--- src/rtl/bridgerx.sv ---
// Receive bridge: tracks STM-1 byte position from the frame pulse, supervises
// frame-pulse alignment and steers each byte to SOH, AU-4 pointer, VC-4 POH or TUG-3 sinks.
module bridgerx #(
  parameter int WID  = 8,
  parameter int RWID = 4,
  parameter int CWID = 7,
  parameter int SWID = 2
) (
  input  logic            clk19,
  input  logic            rst,
  input  logic            dvld,
  input  logic            fp,
  input  logic [WID-1:0]  datain,
  output logic [RWID-1:0] row,
  output logic [CWID-1:0] col,
  output logic [SWID-1:0] sts,
  output logic            stmen,
  output logic [WID-1:0]  stmdo,
  output logic            au4en,
  output logic [WID-1:0]  au4do,
  output logic            vc4en,
  output logic [WID-1:0]  vc4do,
  output logic            tug3en,
  output logic [WID-1:0]  tug3do,
  output logic            inframe,
  output logic [7:0]      fperr
);

  localparam logic [RWID-1:0] ROW_LAST = RWID'(8);
  localparam logic [CWID-1:0] COL_LAST = CWID'(89);
  localparam logic [SWID-1:0] STS_LAST = SWID'(2);

  logic [RWID-1:0] nxt_row_reg;
  logic [CWID-1:0] nxt_col_reg;
  logic [SWID-1:0] nxt_sts_reg;
  logic            synced_reg;

  logic [RWID-1:0] cur_row, inc_row;
  logic [CWID-1:0] cur_col, inc_col;
  logic [SWID-1:0] cur_sts, inc_sts;
  logic            nxt_zero;
  logic            err;

  assign nxt_zero = (nxt_row_reg == '0) && (nxt_col_reg == '0) && (nxt_sts_reg == '0);

  // A frame pulse forces the current byte to the frame origin.
  always_comb begin
    cur_row = fp ? '0 : nxt_row_reg;
    cur_col = fp ? '0 : nxt_col_reg;
    cur_sts = fp ? '0 : nxt_sts_reg;
  end

  always_comb begin
    inc_row = cur_row;
    inc_col = cur_col;
    inc_sts = cur_sts + SWID'(1);
    if (cur_sts == STS_LAST) begin
      inc_sts = '0;
      inc_col = cur_col + CWID'(1);
      if (cur_col == COL_LAST) begin
        inc_col = '0;
        inc_row = (cur_row == ROW_LAST) ? '0 : cur_row + RWID'(1);
      end
    end
  end

  // Until the first pulse after reset there is no reference, so nothing counts as an error.
  always_comb begin
    err = 1'b0;
    if (dvld && synced_reg) begin
      if (fp && !nxt_zero)
        err = 1'b1;
      else if (!fp && nxt_zero && inframe)
        err = 1'b1;
    end
  end

  always_ff @(posedge clk19 or posedge rst) begin
    if (rst) begin
      nxt_row_reg <= '0;
      nxt_col_reg <= '0;
      nxt_sts_reg <= '0;
      synced_reg  <= 1'b0;
      row         <= '0;
      col         <= '0;
      sts         <= '0;
      stmen       <= 1'b0;
      au4en       <= 1'b0;
      vc4en       <= 1'b0;
      tug3en      <= 1'b0;
      stmdo       <= '0;
      au4do       <= '0;
      vc4do       <= '0;
      tug3do      <= '0;
      inframe     <= 1'b0;
      fperr       <= '0;
    end else begin
      stmen  <= 1'b0;
      au4en  <= 1'b0;
      vc4en  <= 1'b0;
      tug3en <= 1'b0;
      if (dvld) begin
        nxt_row_reg <= inc_row;
        nxt_col_reg <= inc_col;
        nxt_sts_reg <= inc_sts;
        row         <= cur_row;
        col         <= cur_col;
        sts         <= cur_sts;
        stmdo       <= datain;
        au4do       <= datain;
        vc4do       <= datain;
        tug3do      <= datain;
        // Decode uses the alignment state held before this byte was checked.
        stmen  <= inframe && (cur_row != RWID'(3)) && (cur_col <= CWID'(2));
        au4en  <= inframe && (cur_row == RWID'(3)) && (cur_col <= CWID'(2));
        vc4en  <= inframe && (cur_col >= CWID'(3)) && (cur_col <= CWID'(5));
        tug3en <= inframe && (cur_col >= CWID'(6)) && (cur_sts == '0);
        if (fp) begin
          synced_reg <= 1'b1;
          inframe    <= synced_reg && nxt_zero;
        end else if (err) begin
          inframe <= 1'b0;
        end
        if (err && (fperr != 8'hff))
          fperr <= fperr + 8'd1;
      end
    end
  end

endmodule

--- config.mk ---
export PLATFORM = sky130hd
export DESIGN_NAME = bridgerx
export DESIGN_NICKNAME = d
export VERILOG_FILES = /design/src/rtl/bridgerx.sv
export SDC_FILE = /design/constraint.sdc
export NUM_CORES = 1
export LEC_CHECK = 0
export ABC_AREA = 1
export CAP_MARGIN = 20
export CORE_MARGIN = 3
export CORE_UTILIZATION = 63
export DETAILED_ROUTE_END_ITERATION = 12
export DONT_BUFFER_PORTS = 1
export GPL_TIMING_DRIVEN = 0
export PLACE_DENSITY_LB_ADDON = 0.08
export SETUP_SLACK_MARGIN = 0.3
export SLEW_MARGIN = 25
export SYNTH_ARGS = -nofsm -noshare
export SYNTH_HDL_FRONTEND = slang
export SYNTH_SLANG_ARGS = --single-unit
--- constraint.sdc ---
create_clock -name clk19 -period 1.8 [get_ports clk19]
set_clock_uncertainty 0.1 [all_clocks]
set_input_delay 0.27 -clock clk19 [delete_from_list [all_inputs] [get_ports clk19]]
set_output_delay 0.27 -clock clk19 [all_outputs]
set_load 0.01 [all_outputs]
### Yosys cells after proc, flatten, opt, wreduce, memory -nomap -nowiden

Index checks and enable logic that the tools add are counted.

* flip-flop bits (word level): 48
* bits of input ports: 12
* output and inout bits: 58
* logic and storage cells: 72

* $add $sub $neg: 4
* $lt $le $gt $ge: 4
* eq/ne operators: 6
* multiplexer cells: 18
* reduce and logical (&&, ||, !) cells: 26

Operators with widths (count)
* 7-bit 2-to-1 mux: 3
* 1-bit logical AND: 16
* 4-bit 2-to-1 mux: 4
* 1-bit 2-to-1 mux: 9
* 8-bit by 1-bit adder with 8-bit output, second input constant: 1
* 8-bit != test, second input constant: 1
* 7-bit by 1-bit adder with 7-bit output, second input constant: 1
* 7-bit equality test, second input constant: 1
* 7-bit by 2-bit greater-or-equal comparator with 1-bit output, second input constant: 1
* 7-bit by 3-bit greater-or-equal comparator with 1-bit output, second input constant: 1
* 7-bit by 2-bit less-or-equal comparator with 1-bit output, second input constant: 1
* 7-bit by 3-bit less-or-equal comparator with 1-bit output, second input constant: 1
* 7-bit zero test: 1
* 2-bit AND reduction: 3
* 4-bit by 1-bit adder with 4-bit output, second input constant: 1
* 4-bit by 2-bit equality test with 1-bit output, second input constant: 1
* 4-bit equality test, second input constant: 1
* 2-bit zero test: 2
* 4-bit zero test: 1
* 2-bit 2-to-1 mux: 2
* 4-bit by 2-bit != test with 1-bit output, second input constant: 1
* 2-bit by 1-bit adder with 2-bit output, second input constant: 1
* 2-bit equality test, second input constant: 1
* 1-bit zero test: 2
* 2-bit nonzero test: 1

### Longest topological paths before layout

* depth after elaboration: 10
* depth in mapped cells: 13
* mapped depth without buffers: 11

### Worst setup path after synthesis

Ideal clock, no wire load.

* kind: input to register
* start point: input fp
* end point: register nxt_row_reg[3]
* library setup time: 117 ps
* arrival: 1491 ps
* data required time: 1583 ps
* slack: 91 ps
* stages on the path: 13
* path buffers: 2
* cell sequence: buf_6 inv_8 buf_8 nand2_1 inv_1 ha_1 nand2_1 nor2_2 nand3_2 nor2_1 nand2_1 nand3_1 nand2_1

* elaborated cells between the ends (all ways): 10
* classes of those cells: add/sub (1); eq/ne (3); mux (6)

RTL lines
* from (decl): RTL line 12 `input logic fp,`
* 7-bit 2-to-1 mux: RTL line 49 `cur_col = fp ? '0 : nxt_col_reg;`
* via cur_col[0]: RTL line 39 `logic [CWID-1:0] cur_col, inc_col;`
* 7-bit equality test: RTL line 60 `if (cur_col == COL_LAST) begin`
* 4-bit 2-to-1 mux: RTL line 60
* 4-bit 2-to-1 mux: RTL line 57 `if (cur_sts == STS_LAST) begin`
* to (signal assigned): RTL line 103 `nxt_row_reg <= inc_row;`
* to (decl): RTL line 33 `logic [RWID-1:0] nxt_row_reg;`

The timed path passes the listed nets, and every way through them passes these cells.
A chain may end at the register's enable or synchronous reset.

### Final worst setup path

* start point: register nxt_col_reg[3]
* end point: register fperr[0]

* cells in the longest elaborated chain, start to end: 10
* elaborated cells between the ends (all ways): 12
* classes of those cells: mux (3); reduce/logical (9)

RTL lines
* from (decl): RTL line 34 `logic [CWID-1:0] nxt_col_reg;`
* from (signal assigned): RTL line 104 `nxt_col_reg <= inc_col;`
* 7-bit zero test *: RTL line 44 `assign nxt_zero = (nxt_row_reg == '0) && (nxt_col_reg == '0) && (nxt_sts_reg == '0);`
* 1-bit logical AND * (2 in a row): RTL line 44
* 1-bit logical AND (2 in a row): RTL line 73 `else if (!fp && nxt_zero && inframe)`
* 1-bit 2-to-1 mux: RTL line 73
* 1-bit 2-to-1 mux *: RTL line 71 `if (fp && !nxt_zero)`
* 1-bit 2-to-1 mux *: RTL line 70 `if (dvld && synced_reg) begin`
* 1-bit logical AND *: RTL line 124 `if (err && (fperr != 8'hff))`
* 2-bit AND reduction (no line) *
* to (signal assigned): RTL line 125 `fperr <= fperr + 8'd1;`
* to (decl): RTL line 26 `output logic [7:0] fperr`

Every way passes the cells marked *; elsewhere a longest branch is shown, timed or not.

==> impl_metrics.tcl <==
set metrics [dict create \
    cp.arrival_ns 1.85 \
    synth_seq_cells 48 \
    synth-warning-count 0 \
    cp-start-kind "flop" \
    final_hold_viol_count 0 \
    final-seq-area_mm2 0.00120 \
    syn-num-nets 359 \
    dp.cells 391 \
    die_h_um 71.2 \
    antennaDiodeCount 0 \
    dieArea_mm2 0.00507 \
    slew_viol_final 0 \
    reg.largest.list "fperr x8, tug3do x8" \
    hp-class "in2reg" \
    vias 2603 \
    ys_seq_area_share_pct 44.9 \
    min_period_ns 1.71 \
    ys_async_sr_fraction_pct 100 \
    synth_cell_types 33 \
    dp_slack_ns -0.0293 \
    crit_buf_inv 1 \
    io_pins 70 \
    grt_max_degree 49 \
    grt_pass1_wl_um 11400 \
    cts.clk_slew.worst_paths_ns 0.09 \
    ys.flop_type "dfrtp_1" \
    p_seq_share_pct 43.7 \
    syn_area_mm2 0.00268 \
    rows 23 \
    comb_power_share_pct 22.0 \
    core_area_mm2 0.00406 \
    grt_pass1_vias 2327 \
    htreeDepth 2 \
    die_x_um 71.2 \
    slowest_delay_ns 0.42 \
    holdWs_ns 0.213 \
    place.gp.congestion 0.860 \
    io_buffers 0 \
    synthCells 341 \
    slew_headroom_pct 60.5 \
    clockPowerShare_pct 34.3 \
    cts_buffer_depth 2 \
    remaining_drc_errors 0 \
    n_fill_cell 213 \
    cts_tree "built" \
    final.period_utilization_pct 94.8 \
    cts_buffers 5 \
    multi_input_area_mm2 0.00134 \
    clock-sinks 48 \
    path_cells "nor2_1 > nand2_1 > nor2_2 > nand2_2 > nand2_4 > inv_2 > nor2_4 > nand3_2 > nand2_1" \
    syn_to_final_growth_pct 27.9 \
    vias_per_cell 6.03 \
    crit_top_cell "nand2_1" \
    drt-total-wl_um 8010 \
    netSwitchingFraction_pct 30.7 \
    status "finished, final reports clean" \
    final.setup.worst_slack_ns 0.0927 \
    rsz0062_at_grt "true" \
    peakVddDrop_uv 676 \
    layout.nets 399 \
    worstPathRequired_ns 1.94 \
    drt-initial-drc-count 232 \
    synth_top_area_share_pct 44.9 \
    crit_path_top_delay_cell "dfrtp_1" \
    dp_hpwl_um 4140 \
    drive_gt1_share_pct 31.7 \
    intPower_mw 2.15 \
    final_cells 432 \
    setup_viol_count_final 0 \
    p_leak_nw 1.67 \
    wire_per_inst_um 18.5 \
    synth.avg_cell_area_um2 7.85 \
    synth_top_area_cell "dfrtp_1" \
    clk_latency_ns 0.30 \
    ant_nets 0 \
    gr-total-overflow 0 \
    start_util_pct 66.0 \
    grt_use_total_pct 28.6 \
    firstDrtPassIters 5 \
    crit_fanout 8 \
    grt_antenna_before_repair 0 \
    cp_top_family "simple AND/OR/NAND/NOR gates" \
    critPathKind "reg2reg" \
    p_per_area_mw_per_mm2 909 \
    maxCapViolations 0 \
    cts_root_buf "clkbuf_8" \
    cp-end-kind "flop" \
    max_freq_mhz 586 \
    synthTopCellsByArea "dfrtp_1, nand2_1, buf_4, nand3_1, nor2_1" \
    synth_edf_count 0 \
    worst_slew_pin_slew_ns 0.592 \
    p_sw_mw 0.955 \
]
==> path summary, 6_finish.rpt <==
check	from	endpoint	slack, ns	cells past startpoint
worst max-delay path	nxt_col_reg[3]	fperr[0]	0.09	9
worst max register to register	nxt_col_reg[3]	fperr[0]	0.09	9
worst min-delay path	fp	col[4]	0.21	4
min in group asynchronous	rst	fperr[4]	0.32	2
max in group asynchronous	rst	synced_reg	0.80	3
worst min register to register	synced_reg	synced_reg	0.41	2
==> kinds of logic after synthesis <==
| kind of cell | share of synthesized area (%) |
|---|---|
| and+or+nand+nor | 30.6 |
| buffers and inverters | 13.8 |
| DFF | 44.9 |
| AOI/OAI and AO/OA | 5.93 |
| xor gates and xnor gates | 1.96 |
| adders and majority gates | 2.80 |
==> layout make-up <==
type	count	area share, %
Timing Repair Buffer	31	8.04
Tap cell	50	1.83
Multi-Input combinational cell	228	39.0
Buffer	33	7.13
Clock inverter	3	2.63
Clock buffer	5	2.01
Sequential cell	48	35.2
Inverter	34	4.13
==> tightest hold or removal path, stage by stage <==
cell and delay (ns):
buf_12 0.11, nor2_2 0.09, nand2_1 0.07, nand2_1 0.04
==> repair_timing <==
| action | 4_1_cts | 5_1_grt |
|---|---|---|
| gates resized for setup | 17 | 35 |
| endpoints found under the hold margin | 56 | 0 |
| endpoints found under the setup margin | 16 | 24 |
| gates cloned | 2 | 0 |
| pin swaps | 11 | 20 |
| setup buffers | 10 | 11 |
| hold buffers | 9 | 0 |
==> cell usage after synthesis (all sizes together) (3+ instances only) <==
library cell	number
nand2	113
dfrtp	48
nor2	34
inv	33
buf	28
nand3	25
o21ai	23
ha	6
clkbuf	5
nor3	5
xor2	5
nand4	4
o22ai	3
==> placed cells by master (no fill, tap or decap), drive strengths merged, types with 2 or more instances in the layout <==
cell         Yosys  layout
nand4            4       4
dfrtp           48      48
nor3             5       5
xor2             5       5
buf             28      50
clkbuf           5      10
bufinv           0       3
a21oi            2       2
nor2            34      34
nand3           25      27
ha               6       6
inv             33      32
o22ai            3       3
dlygate4sd3      0       9
o21ai           23      23
nand2          113     113
==> through the flow <==
stage	setup TNS [ns]	instance area (um2)	util (%)	total power, mW
floorplan	0	2730	-	1.68
global placement	0	2790	68.7	1.76
detailed placement	-0.0960	2790	68.7	1.78
CTS	0	3200	78.9	2.91
global route	0	3420	84.4	3.20
finish	0	3420	84.4	3.11
==> power by group through the flow <==
stage                     logic (mW)  registers, mW  clock network, mW
after floorplan                0.370           1.31                  0
after global routing           0.723           1.37               1.11
final                          0.686           1.36               1.07
after CTS                      0.517           1.33               1.07
after global placement         0.424           1.34                  0
after detailed placement       0.442           1.34                  0
==> per-layer routing <==
| metal | vias up | wire length [um] | GRT usage, % |
|---|---|---|---|
| met2 | 188 | 4000 | 48.6 |
| met1 | 1220 | 2890 | 35.5 |
| met5 | - | 0 | 0 |
| li1 | 1141 | - | - |
| met4 | 0 | 418 | 11.1 |
| met3 | 54 | 703 | 5.82 |
Power figures use the tool's default switching activity.
